[config.mk]
export PLATFORM = sky130hd
export DESIGN_NAME = tape_controller
export DESIGN_NICKNAME = d
export VERILOG_FILES = /design/src/rtl/tape_controller.sv
export SDC_FILE = /design/constraint.sdc
export NUM_CORES = 1
export LEC_CHECK = 0
export CAP_MARGIN = 0
export CORE_AREA = 2 2 175 177
export DETAILED_ROUTE_END_ITERATION = 6
export DIE_AREA = 0 0 177 179
export SLEW_MARGIN = 30
export SYNTH_ARGS = -nofsm -noshare
export SYNTH_HDL_FRONTEND = slang
export SYNTH_SLANG_ARGS = --single-unit
[constraint.sdc]
create_clock -name clk -period 1.8 [get_ports clk]
set_input_delay 0.36 -clock clk [delete_from_list [all_inputs] [get_ports clk]]
set_output_delay 0.36 -clock clk [all_outputs]
set_load 0.01 [all_outputs]
[src/rtl/tape_controller.sv]
// tape_controller: Turing-machine sequencer driving an 8-cell tape from a programmable rule table
module tape_controller #(
  parameter int SIZE      = 2,
  parameter int STATE_W   = 3,
  parameter int STEP_W    = 8,
  parameter int MAX_STEPS = 255
) (
  input  logic                      clk,
  input  logic                      rst,
  input  logic                      start,
  input  logic [2:0]                start_head,
  input  logic                      rule_wr_ena,
  input  logic [STATE_W+SIZE-1:0]   rule_addr,
  input  logic [STATE_W+SIZE+1:0]   rule_data,
  input  logic [SIZE-1:0]           tape_read_data,
  output logic [2:0]                tape_head,
  output logic                      tape_write_ena,
  output logic [SIZE-1:0]           tape_write_data,
  output logic                      busy,
  output logic                      halted,
  output logic                      timeout,
  output logic [STATE_W-1:0]        mstate,
  output logic [STEP_W-1:0]         steps
);
  localparam int AW = STATE_W + SIZE;
  localparam int RW = AW + 2;
  typedef enum logic [1:0] {IDLE, FETCH, EXEC, DONE} state_t;
  state_t st;
  logic [RW-1:0] rules [2**AW];
  logic [RW-1:0] entry;
  logic [STATE_W+1:0] ctl;
  logic [STEP_W-1:0] nsteps;
  assign entry = rules[{mstate, tape_read_data}];
  assign nsteps = steps + 1'b1;
  // rule table: cleared on reset, writable only while no run is in progress
  always_ff @(posedge clk)
    if (rst) for (int i = 0; i < 2**AW; i++) rules[i] <= '0;
    else if (rule_wr_ena && !busy) rules[rule_addr] <= rule_data;
  // sequencer: FETCH looks up the rule for the symbol under the head, EXEC applies it
  always_ff @(posedge clk)
    if (rst) begin
      st <= IDLE;
      ctl <= '0;
      tape_head <= '0;
      tape_write_ena <= 1'b0;
      tape_write_data <= '0;
      busy <= 1'b0;
      halted <= 1'b0;
      timeout <= 1'b0;
      mstate <= '0;
      steps <= '0;
    end else begin
      case (st)
        IDLE, DONE: if (start) begin
          tape_head <= start_head;
          mstate <= '0;
          steps <= '0;
          halted <= 1'b0;
          timeout <= 1'b0;
          busy <= 1'b1;
          st <= FETCH;
        end
        FETCH: begin
          ctl <= entry[RW-1:SIZE];
          tape_write_data <= entry[SIZE-1:0];
          tape_write_ena <= 1'b1;
          st <= EXEC;
        end
        EXEC: begin
          tape_write_ena <= 1'b0;
          steps <= nsteps;
          if (ctl[STATE_W+1]) begin
            busy <= 1'b0;
            halted <= 1'b1;
            st <= DONE;
          end else begin
            tape_head <= ctl[STATE_W] ? tape_head + 3'd1 : tape_head - 3'd1;
            mstate <= ctl[STATE_W-1:0];
            if (nsteps == STEP_W'(MAX_STEPS)) begin
              timeout <= 1'b1;
              busy <= 1'b0;
              halted <= 1'b1;
              st <= DONE;
            end else st <= FETCH;
          end
        end
      endcase
    end
endmodule
# Word-level counts from Yosys, hierarchy flattened
# Memory sizes are Yosys's and may differ from the RTL's. A register that Yosys moved wholly into a read port is not among the register bits.
# Cells that the tools add are included.
# classes
add_sub_neg,3
n_eq_ne,8
muxes,32
n_reduce_logical,11
# op_table
op,count
$pmux W8 S2,1
$mux W3,5
$mux W1,13
$pmux W3 S2,2
$add A8 B1 Y8 const B,1
$eq A8 B8 Y1 const B,1
$mux W8,1
$pmux W1 S2,4
$mux W7,1
$reduce_or A7 Y1,1
$mux W2,3
$ne A2 B2 Y1 const B,3
$pmux W2 S3,1
$reduce_and A3 Y1,2
$mux W5,1
$eq A2 B2 Y1 const B,2
$reduce_and A4 Y1,1
$reduce_bool A2 Y1,2
$add A3 B1 Y3 const B,1
$ne A3 B3 Y1 const B,1
$sub A3 B1 Y3 const B,1
$eq A2 B1 Y1 const B,1
$logic_not A2 Y1,1
$reduce_and A2 Y1,1
other kinds (3),3
# totals
regBits,20
ram_bits,224
inputBits,21
out_inout_bits,20
wordCells,63
n_memories,1
# mem_list
memory,depth,width,read_ports,rd_ports_with_merged_regs,write_ports,line,rtl
rules,32,7,1,1,32,29,logic [RW-1:0] rules [2**AW];

# Longest topological paths before layout
# logic_depth
depth_word,7
ltp_mapped,9

# Worst setup path before layout
# Ideal clock, no wire load.
# synth_path
kind,register to register
startpoint,reg st[0]
endpoint,reg timeout
setup_time_ns,0.115
t_arrival_ns,1.804
t_required_ns,1.685
setup_slack_ns,-0.118
path_stages_with_launch,9
synth_period_minus_slack_ns,1.918
cell_sequence,dfxtp_1 > inv_1 > ha_1 > clkbuf_1 > mux2i_1 > a21oi_1 > nor2_1 > nor3_1 > o21a_1
# synth_via
elab_chain_len,4
# synth_rtl
element,line,rtl
"start, declared",28,state_t st;
"start signal, assigned",42,st <= IDLE;
"start signal, assigned",61,st <= FETCH;
"start signal, assigned",67,st <= EXEC;
$eq A2 B2 Y1 or $logic_not A2 Y1 (tied branches),53,case (st)
$reduce_or A2 Y1,53,
$ne A2 B2 Y1 (no source line) or $reduce_bool A2 Y1 (tied branches),-,
$reduce_and A4 Y1 (no source line),-,
"end signal, assigned",49,timeout <= 1'b0;
"end signal, assigned",59,timeout <= 1'b0;
"end signal, assigned",80,timeout <= 1'b1;
"end, declared",21,"output logic timeout,"
# Parallel ways exist; a longest one is shown, timed or not.
# A chain may end at the register's enable or synchronous reset.

==> metrics <==
Slew HR 61.0%; slack of the critical path 25.6 ps; global-route wire length before repair 44100 microns; Post-Place Worst Slack -484 ps; dpl cell area 0.0133 sq mm; commonest non-fill, non-tap cell in the layout and2_1; min Tclk post-route 1770 ps; RSZ-0062 raised after global routing yes; Crit. End Element flop; min-delay worst type input pin to flop; initial antenna violation count 0; count of flip-flops with a built-in enable after synthesis 224; leakage 5.44 nW; Initial Utilization 39.3%; area occupied by registers 0.00729 sq mm; sequential fraction of the synthesis area 61.6%; clk_skew 7.90 ps; Sink Count 251; FILL cells 2636; worst-margin pin slew 586 ps; switching power 2.94 mW; final hold violation count 0; Gate Count Post-Synth 851; Critical Path AT 2170 ps; final net count 996; WL per Instance 20.8 microns; CTS tree done; Crit Path Category flop to flop; initial DRC count 573; layout cells sized above 1 25.6%; ys flop type edfxtp_1; Final Cycle Share 98.6%; dpl hpwl 19200 microns; crit-path max FO 7; # hold bufs at CTS 0; most frequent cells in the layout 225 x and2_1, 224 x edfxtp_1, 96 x buf_4, 64 x nor2_1, 47 x mux4_2; root buffer cell clkbuf_16; gr usage total 18.6%; largest net degree at the start of global routing 46; Comb power frac 8.0%; Core Region 0.0300 sq mm; reg-to-reg startpoint mstate[0]; library cells used by synthesis 52; Seq pwr share 50.1%; number of port buffers 40; DRC viols 0; routed vias 7250; Die Y 179 microns; IO Count 41; final wirelength 28800 microns; ys async rst share 0%; maximum vdd ir drop 0.000562 V; PwrDens 923 mW/mm^2; synth warn 0; footprint of the multi-input gates 0.00435 sq mm; Area Growth Syn to Fin 21.8%; Avg Cell Area, Syn 13.9 sq um; Worst-path clk slew 60 ps; CP startpoint kind flop; mapped cell area 0.0118 sq mm; Worst R2R End ctl[0]; clock tree buffer depth 3; FMAX 564 MHz; FF-to-FF path depth 5; vias in the first global route 7319; Die X 177 microns; worst hold path depth 3; Finished Cell Area 0.0144 sq mm; total grt overflow 0; total CTS buffers 27; ANT nets after route 0; Hold Path Sink steps[1]; Clock Power Share 41.9%; routed vias/inst 5.23; clock insertion delay at the later pin of the skew report 530 ps; syn_nets 877; Max-Cap Viols 0; worst hold start rst; die area 0.0317 sq mm; Rows 64; CP Data Required Time 2190 ps; drt first pass iters 4; flops & latches, synth 251; status finished, final reports clean; Int Pwr 10.3 mW; Final Setup Violations 0; Final Max Slew Viols 0; GP Congestion 0.806; H-tree level count 1; FF-to-FF setup slack 30 ps; switch share 22.2%
-- cells by family after synthesis --
| family | synth area share, % |
|---|---|
| AND/OR/NAND/NOR | 19.3 |
| flip-flops | 61.6 |
| AO/OA/AOI/OAI | 4.33 |
| buffers and inverters | 2.66 |
| multiplexers | 11.3 |
| adder cells (fa/ha/maj) | 0.594 |
| XOR/XNOR | 0.223 |
-- power groups by stage --
stage	sequential (mW)	combinational, mW	clock, mW
2_1_floorplan	6.73	0.620	0
3_3_place_gp	6.77	1.03	0
3_5_place_dp	6.77	1.04	0
4_1_cts	6.65	1.04	5.64
5_1_grt	6.66	1.14	5.85
6_report	6.65	1.06	5.55
-- layout make-up --
cell class              count  area share (%)
flip-flops and latches    251            50.8
multi-input cells         535            30.3
repair buffers            147            9.16
clock buffers              32            5.05
well taps                 396            3.45
clock inverters            16            1.08
inverters                   8           0.209
diodes                      1          0.0174
-- worst max-delay path, cell delays in order (launching register included) --
cell,delay (ps)
dfxtp_4,380
buf_4,150
or3b_2,560
o22ai_1,300
or4_1,180
a211oi_2,60
-- layer usage --
metal	wire (microns)	global-route usage, %
met1	13200	26.4
met2	13600	30.0
met3	1450	2.97
met4	621	4.96
met5	0	0
-- worst max-delay path by stage --
stage                                  from            endpoint
after global routing              mstate[1]              ctl[2]
after detailed placement        rule_wr_ena         rules[4][1]
after global placement         rule_addr[2]         rules[4][5]
after CTS                         mstate[2]  tape_write_data[0]
after floorplan           tape_read_data[0]  tape_write_data[0]
final                             mstate[0]              ctl[0]
-- per-stage QoR --
| step | hold WS (ps) | util [%] | total power [mW] | TNS (ps) | instances |
|---|---|---|---|---|---|
| 6_report | 298 | 47.8 | 13.3 | 0 | 1386 |
| 5_1_grt | 299 | 47.8 | 13.7 | -12.9 | 1385 |
| 4_1_cts | 272 | 47.4 | 13.3 | 0 | 1383 |
| 3_5_place_dp | 477 | 44.3 | 7.82 | -130760 | 1331 |
| 3_3_place_gp | 474 | 44.3 | 7.80 | -111880 | 1331 |
| 2_1_floorplan | 464 | - | 7.35 | -20.4 | 851 |
-- registers in the layout, indices dropped and copies added (netlist names) --
register         cells
busy                 1
steps                8
ctl                  5
timeout              1
tape_write_data      2
halted               1
tape_head            3
tape_write_ena       1
mstate               3
rules              224
st                   2
-- cell usage after synthesis (8+ instances only) --
library cell / count / share of area [%]
dfxtp_1: 27 / 4.6
clkbuf_1: 41 / 1.3
nor2_1: 64 / 2.0
or2_1: 32 / 1.7
a21oi_1: 15 / 0.64
and2_1: 225 / 12
nand2_1: 18 / 0.57
mux4_2: 47 / 9.0
o22ai_1: 31 / 1.6
nand3_1: 8 / 0.34
mux4_1: 9 / 2.0
edfxtp_1: 224 / 57
-- repair_timing --
| item | CTS | global route |
|---|---|---|
| endpoints found under the setup margin | 26 | 123 |
| endpoints found under the hold margin | 0 | 0 |
| gates resized for setup | 37 | 33 |
| pin swaps | 1 | 2 |
| setup buffers | 4 | 2 |
No activity file was read; power rests on OpenSTA's default activity.
